### src/rtl/dcache_ctrl_pkg.sv
// Shared types and constants for the data-cache miss controller.
package dcache_ctrl_pkg;

  // Miss-handling FSM states.
  typedef enum logic [1:0] {
    DC_IDLE,
    DC_WB,
    DC_FILL,
    DC_RETRY
  } dc_state_t;

  localparam int DC_LINE_WORDS = 4;
  localparam int DC_WORD_OFS_W = 2;

endpackage

### src/rtl/dcache_ctrl_sat_cnt.sv
// Saturating event counter with synchronous clear; holds at all-ones.
module dcache_ctrl_sat_cnt #(
  parameter int W = 16
) (
  input  logic         clk,
  input  logic         clr,
  input  logic         inc,
  output logic [W-1:0] cnt
);

  // Count events, stopping at all-ones instead of wrapping.
  always_ff @(posedge clk) begin
    if (clr) begin
      cnt <= '0;
    end else if (inc && (cnt != {W{1'b1}})) begin
      cnt <= cnt + W'(1);
    end
  end

endmodule

### src/rtl/dcache_ctrl.sv
// Data-cache miss controller: write-back of dirty victims, line fill from
// unified memory one word per beat, pipeline stall via d_rdy.
module dcache_ctrl
  import dcache_ctrl_pkg::*;
#(
  parameter int INDEX_W    = 6,
  parameter int MISS_CNT_W = 16
) (
  input  logic                  clk,
  input  logic                  rst_n,
  input  logic                  cpu_re,
  input  logic                  cpu_we,
  input  logic [12:0]           cpu_addr,
  input  logic [15:0]           cpu_wdata,
  output logic                  d_rdy,
  input  logic                  c_hit,
  input  logic                  c_dirty,
  input  logic [10-INDEX_W:0]   c_tag,
  input  logic [15:0]           c_rdata,
  output logic [12:0]           c_addr,
  output logic                  c_we,
  output logic [15:0]           c_wdata,
  output logic                  c_wdirty,
  output logic                  c_fill,
  output logic [12:0]           mem_addr,
  output logic                  mem_re,
  output logic                  mem_we,
  output logic [15:0]           mem_wdata,
  input  logic [15:0]           mem_rdata,
  input  logic                  mem_rdy,
  output logic [MISS_CNT_W-1:0] miss_cnt,
  output logic [MISS_CNT_W-1:0] wb_cnt
);

  localparam int TAG_W = 11 - INDEX_W;
  localparam logic [DC_WORD_OFS_W-1:0] LAST_BEAT = DC_WORD_OFS_W'(DC_LINE_WORDS - 1);

  dc_state_t                 state_q, state_d;
  logic [DC_WORD_OFS_W-1:0]  beat_q, beat_d;
  logic [10:0]               line_q;
  logic [TAG_W-1:0]          tag_q;
  logic                      acc;
  logic                      latch;
  logic                      miss_inc;
  logic                      wb_inc;

  assign acc = cpu_re | cpu_we;

  // State and beat counter; reset returns to IDLE and abandons any line in flight.
  always_ff @(posedge clk) begin
    if (!rst_n) begin
      state_q <= DC_IDLE;
      beat_q  <= '0;
    end else begin
      state_q <= state_d;
      beat_q  <= beat_d;
    end
  end

  // Capture the missing line and the victim tag at miss detection; held until the next miss.
  always_ff @(posedge clk) begin
    if (latch) begin
      line_q <= cpu_addr[12:2];
      tag_q  <= c_tag;
    end
  end

  // Next state and all cache/memory outputs.
  always_comb begin
    state_d   = state_q;
    beat_d    = beat_q;
    d_rdy     = 1'b0;
    c_addr    = cpu_addr;
    c_we      = 1'b0;
    c_wdata   = cpu_wdata;
    c_wdirty  = 1'b0;
    c_fill    = 1'b0;
    mem_addr  = '0;
    mem_re    = 1'b0;
    mem_we    = 1'b0;
    mem_wdata = '0;
    latch     = 1'b0;
    miss_inc  = 1'b0;
    wb_inc    = 1'b0;
    case (state_q)
      DC_IDLE: begin
        d_rdy = ~acc | c_hit;
        if (acc && c_hit) begin
          // A store that hits marks the line dirty; a load needs nothing written.
          c_we     = cpu_we;
          c_wdirty = cpu_we;
        end else if (acc) begin
          latch    = 1'b1;
          miss_inc = 1'b1;
          wb_inc   = c_dirty;
          beat_d   = '0;
          state_d  = c_dirty ? DC_WB : DC_FILL;
        end
      end
      DC_WB: begin
        // Victim word is read combinationally from the cache and forwarded the same cycle.
        c_addr    = {line_q, beat_q};
        mem_we    = 1'b1;
        mem_addr  = {tag_q, line_q[INDEX_W-1:0], beat_q};
        mem_wdata = c_rdata;
        if (mem_rdy) begin
          beat_d = beat_q + DC_WORD_OFS_W'(1);
          if (beat_q == LAST_BEAT) state_d = DC_FILL;
        end
      end
      DC_FILL: begin
        mem_re   = 1'b1;
        mem_addr = {line_q, beat_q};
        c_addr   = {line_q, beat_q};
        if (mem_rdy) begin
          c_we    = 1'b1;
          c_fill  = 1'b1;
          c_wdata = mem_rdata;
          beat_d  = beat_q + DC_WORD_OFS_W'(1);
          if (beat_q == LAST_BEAT) state_d = DC_RETRY;
        end
      end
      DC_RETRY: begin
        // One bubble so the freshly filled tag is visible to the lookup.
        state_d = DC_IDLE;
      end
      default: begin
        state_d = DC_IDLE;
      end
    endcase
  end

  dcache_ctrl_sat_cnt #(.W(MISS_CNT_W)) u_miss_cnt (
    .clk (clk),
    .clr (~rst_n),
    .inc (miss_inc),
    .cnt (miss_cnt)
  );

  dcache_ctrl_sat_cnt #(.W(MISS_CNT_W)) u_wb_cnt (
    .clk (clk),
    .clr (~rst_n),
    .inc (wb_inc),
    .cnt (wb_cnt)
  );

endmodule
### config.mk
export PLATFORM = sky130hd
export DESIGN_NAME = dcache_ctrl
export DESIGN_NICKNAME = d
export VERILOG_FILES = /design/src/rtl/dcache_ctrl_pkg.sv /design/src/rtl/dcache_ctrl_sat_cnt.sv /design/src/rtl/dcache_ctrl.sv
export SDC_FILE = /design/constraint.sdc
export NUM_CORES = 1
export LEC_CHECK = 0
export ABC_CLOCK_PERIOD_IN_PS = 5900
export CAP_MARGIN = 20
export CORE_UTILIZATION = 42
export CTS_CLUSTER_SIZE = 14
export DETAILED_ROUTE_END_ITERATION = 8
export GPL_ROUTABILITY_DRIVEN = 0
export HOLD_SLACK_MARGIN = 0.1
export PLACE_DENSITY = 0.86
export SLEW_MARGIN = 20
export SYNTH_ARGS = -nofsm -noshare
export SYNTH_HDL_FRONTEND = slang
export SYNTH_SLANG_ARGS = --single-unit
### constraint.sdc
create_clock -name clk -period 5.9 [get_ports clk]
set_clock_uncertainty 0.1 [all_clocks]
set_input_delay 1.18 -clock clk [delete_from_list [all_inputs] [get_ports clk]]
set_output_delay 1.18 -clock clk [all_outputs]
set_load 0.02 [all_outputs]
== Yosys cells after proc, flatten, opt, wreduce, memory -nomap -nowiden ==
Index checks and enable logic that the tools add are counted.

* $add $sub $neg: 3
* Equality and inequality tests: 13
* Mux-type cells: 31
* Bitwise logic cells: 3
* Reduce and logical (&&, ||, !) cells: 8

{| class="wikitable"
|+ Operators with widths
! operator !! count
|-
| $mux W16 || 3
|-
| $add A16 B1 Y16 const B || 2
|-
| $ne A16 B16 Y1 const B || 2
|-
| $pmux W13 S2 || 1
|-
| $mux W2 || 10
|-
| $mux W1 || 13
|-
| $mux W13 || 1
|-
| $ne A2 B2 Y1 const B || 6
|-
| $pmux W2 S4 || 1
|-
| $eq A2 B2 Y1 const B || 3
|-
| $reduce_and A6 Y1 || 1
|-
| $pmux W2 S2 || 1
|-
| $reduce_and A4 Y1 || 1
|-
| $logic_and A1 B1 Y1 || 3
|-
| $add A2 B1 Y2 const B || 1
|-
| $eq A2 B1 Y1 const B || 1
|-
| $logic_not A2 Y1 || 1
|-
| $ne A2 B1 Y1 const B || 1
|-
| $or A1 B1 Y1 || 2
|-
| $pmux W1 S2 || 1
|-
| $reduce_bool A2 Y1 || 1
|-
| $reduce_or A2 Y1 || 1
|-
| $not A1 Y1 || 1
|}

* Bits in registers: 52
* Bits of input ports: 73
* Output and inout bits: 96

== Logic depth before layout (Yosys ltp) ==
* Depth after elaboration: 5
* Depth in mapped cells: 7
* Mapped depth without buffers: 6

== Modules after synthesis ==
From an unflattened synthesis, not the netlist that was laid out.

* Cells, all modules: 344
* Area total of the unflattened synthesis: 3,189.3 um2

{| class="wikitable"
|+ Modules (own cells, without submodules)
! module !! instances !! cells an instance !! area an instance (um2) !! seq. area each (um2)
|-
| dcache_ctrl_sat_cnt || 2 || 99 || 848.3 || 320.3
|-
| dcache_ctrl || 1 || 146 || 1,492.7 || 560.5
|}

== Least setup slack after synthesis ==
OpenSTA, ideal clock, no wires.

* Path type: in2out
* Start: in mem_rdy
* End: out c_we
* Arrival time: 2.317 ns
* Slack: 2.303 ns
* Stages: 4
* Buffers on the path: 1
* Cells stage by stage: nand2_1 -> clkbuf_1 -> inv_1 -> or2_2

* Longest elaborated chain between the ends: 2

{| class="wikitable"
|+ Ends and longest elaborated chain
! element !! line !! text
|-
| start, declared || dcache_ctrl.sv:30 || <nowiki>input logic mem_rdy,</nowiki>
|-
| $mux W1 || dcache_ctrl.sv:115 || <nowiki>if (mem_rdy) begin</nowiki>
|-
| $pmux W1 S2 || dcache_ctrl.sv:85 || <nowiki>case (state_q)</nowiki>
|-
| end, declared || dcache_ctrl.sv:21 || <nowiki>output logic c_we,</nowiki>
|}

Every way passes these cells.

== Final worst setup path ==
Same ends and word-level chain as after synthesis.

==> impl_metrics.ini <==
[clock_tree]
post_cts_buffers = 0
root_buffer = clkbuf_8
cts_tree = done
insertion_delay_ps = 300
clockBufferDepth = 2
clk_pin_slew_ps = 100
cts_resized = 0
cts_sinks = 52
cts_buffers = 5
hold_buffers = 0
htree_levels = 2

[logic_synthesis]
yosys.area.top_type_share_pct = 23.4
ys_seq_area_share_pct = 38.9
synth_common_cells = dfxtp_1, nand2_1, a21oi_1, mux2_2
yosysUniqueCellTypes = 49
synth_seq_cells = 52
post-synth-top-count-cell = dfxtp_1
post-synth-top-area-cell = dfxtp_1
ys_top_cells_by_area = dfxtp_1, edfxtp_1, mux2_2
yosysWarnings = 0
syn_area_sq_um = 3090
async_flop_share_pct = 0
synth_edf_count = 16
avgSynthCellArea_sq_um = 8.89
synth_fp_nets = 427
postSynthCellCount = 347
synthFlopType = dfxtp_1

[finish]
drive_above_1_share_pct = 7.28
syn_to_final_growth_pct = 59.2
regArea_sq_um = 1200
fill_cells = 549
multi_input_area_sq_um = 1750
antenna_cells = 0
final_nets = 587

[pwr]
p_comb_share_pct = 51.1
clkPwrFrac_pct = 16.0
internal-power_mw = 0.805
leakagePower_nw = 1.68
max-vdd-ir-drop_mv = 0.213
swShare_pct = 37.6
pwr_density_cell_nw_per_um2 = 263
switching_power_mw = 0.486
power_frac_seq_pct = 32.9

[routing]
drc = 0
wl_per_cell_um = 16.1
via_count = 3318
drtIter0Drc = 174
viasPerCell = 5.49
ant_nets = 0
dr.pass1.iters = 5
totalWireLength_um = 9720

[timing]
hold_viol = 0
slew_viol_final = 0
setup_tns_ps = 0
rsz0062_at_grt = no
timing.max_slew.rel_slack_pct = 37.6
worst_slew_pin_slew_ps = 929
setup_viol = 0
layout_worst_path_cycle_share_pct = 75.2
max_freq_ghz = 0.226
fin_crit_ps = 4430
whs_ps = 384

[worst_setup_path]
cp.arrival_ps = 3150
max_stage_delay_ps = 540
required_ps = 4620
cp_cell_sequence = clkdlybuf4s50_1 -> nand2_1 -> inv_1 -> or2_2 -> clkdlybuf4s50_1
critical-path-top-delay-family = buffers and inverters
crit_type = primary input to output port
crit_slowest_cell = nand2_1
r2r_cells = 6
cp_num_buf_inv = 3
crit_top_cell = clkdlybuf4s50_1
worstSetupEndpointType = output port
path_max_fanout = 17
cp.depth = 5
worst_setup_path_start_kind = primary input

[global_route]
grt_pass1_vias = 3031
grt_use_total_pct = 23.9
grt_pass1_wl_um = 14500
grt_max_degree = 31
antenna_found_initial = 0
grt_overflow = 0

[floorplanning]
coreArea_sq_um = 6940
dieWidth_um = 87.7
ios = 169
dieArea_sq_um = 7690
initial_core_util_pct = 44.4
rows = 30
die_h_um = 87.7

[run_status]
status = completed

[hold_path]
hp-class = register to register
whs_path_depth = 2

[place]
dp_hpwl_um = 7700
portBuffers = 168

[job]
cap_viol_max_count = 0
-- power groups by stage --
stage	Sequential (mW)	Clock, mW	Combinational, mW
floorplan	0.433	0	0.366
global placement	0.431	0	0.652
detailed placement	0.433	0	0.665
CTS	0.425	0.215	0.665
global route	0.429	0.225	0.711
finish	0.424	0.207	0.660
-- layout make-up --
type                    count  share of cell area, %
clock buffers               5                   1.40
flip-flops and latches     52                   24.5
inverters                  19                   1.45
multi-input cells         261                   35.6
clock inverters             3                  0.458
repair buffers            168                   34.2
well taps                  96                   2.45
-- cells in the final DEF, fill, tap and decap left out, drive strengths merged, types with 3 or more instances in the layout --
master,instances
clkdlybuf4s50,168
dfxtp,36
nand2,33
mux2,21
a21oi,21
inv,19
nor2,18
and2,18
edfxtp,16
o21ai,14
mux2i,13
nand3,12
nand4,11
o31ai,10
nor3,10
or4,9
nor2b,7
ha,7
and3,7
nand2b,6
or3,6
a22oi,5
clkbuf,5
a211oi,4
and4,3
a311oi,3
nor4,3
-- flip-flops by register name, indices dropped and copies added, names as in the netlist --
signal	flops
u_wb_cnt.cnt	16
line_q	11
tag_q	5
state_q	2
u_miss_cnt.cnt	16
beat_q	2
-- stage by stage --
step	instances	area [sq um]	total power [mW]	utilization, %	setup slack, ps
6_report	604	4910	1.29	70.7	1470
4_1_cts	604	4910	1.31	70.7	1460
3_5_place_dp	596	4820	1.10	69.4	1460
2_1_floorplan	347	3090	0.799	-	2300
3_3_place_gp	596	4820	1.08	69.4	1520
5_1_grt	604	4910	1.37	70.7	1390
-- per-layer routing --
metal / vias up / GRT usage, % / wire length (um)
met5: - / 0 / 0
met4: 0 / 6.26 / 192
met3: 12 / 4.43 / 743
met2: 144 / 45.4 / 5100
met1: 1546 / 27.3 / 3690
li1: 1616 / - / -
-- worst min-delay path, stage by stage, from the launching register on --
cell and delay (ps):
dfxtp_1 340, nand2_1 60, mux2i_1 50
-- kinds of logic after synthesis --
group | share of synthesized area (%)
AOI/OAI and AO/OA | 16.0
DFF | 38.9
muxes | 11.9
buffers and inverters | 4.46
adders and majority gates | 2.84
and+or+nand+nor | 25.9
-- worst paths after layout --
check / end / from / slack, ps
worst min-delay path: u_wb_cnt.cnt[5] / u_wb_cnt.cnt[5] / 380
worst max register to register: u_miss_cnt.cnt[15] / state_q[0] / 3460
worst min register to register: u_wb_cnt.cnt[5] / u_wb_cnt.cnt[5] / 380
worst max-delay path: c_we / mem_rdy / 1470
No activity file was read; power rests on OpenSTA's default activity.
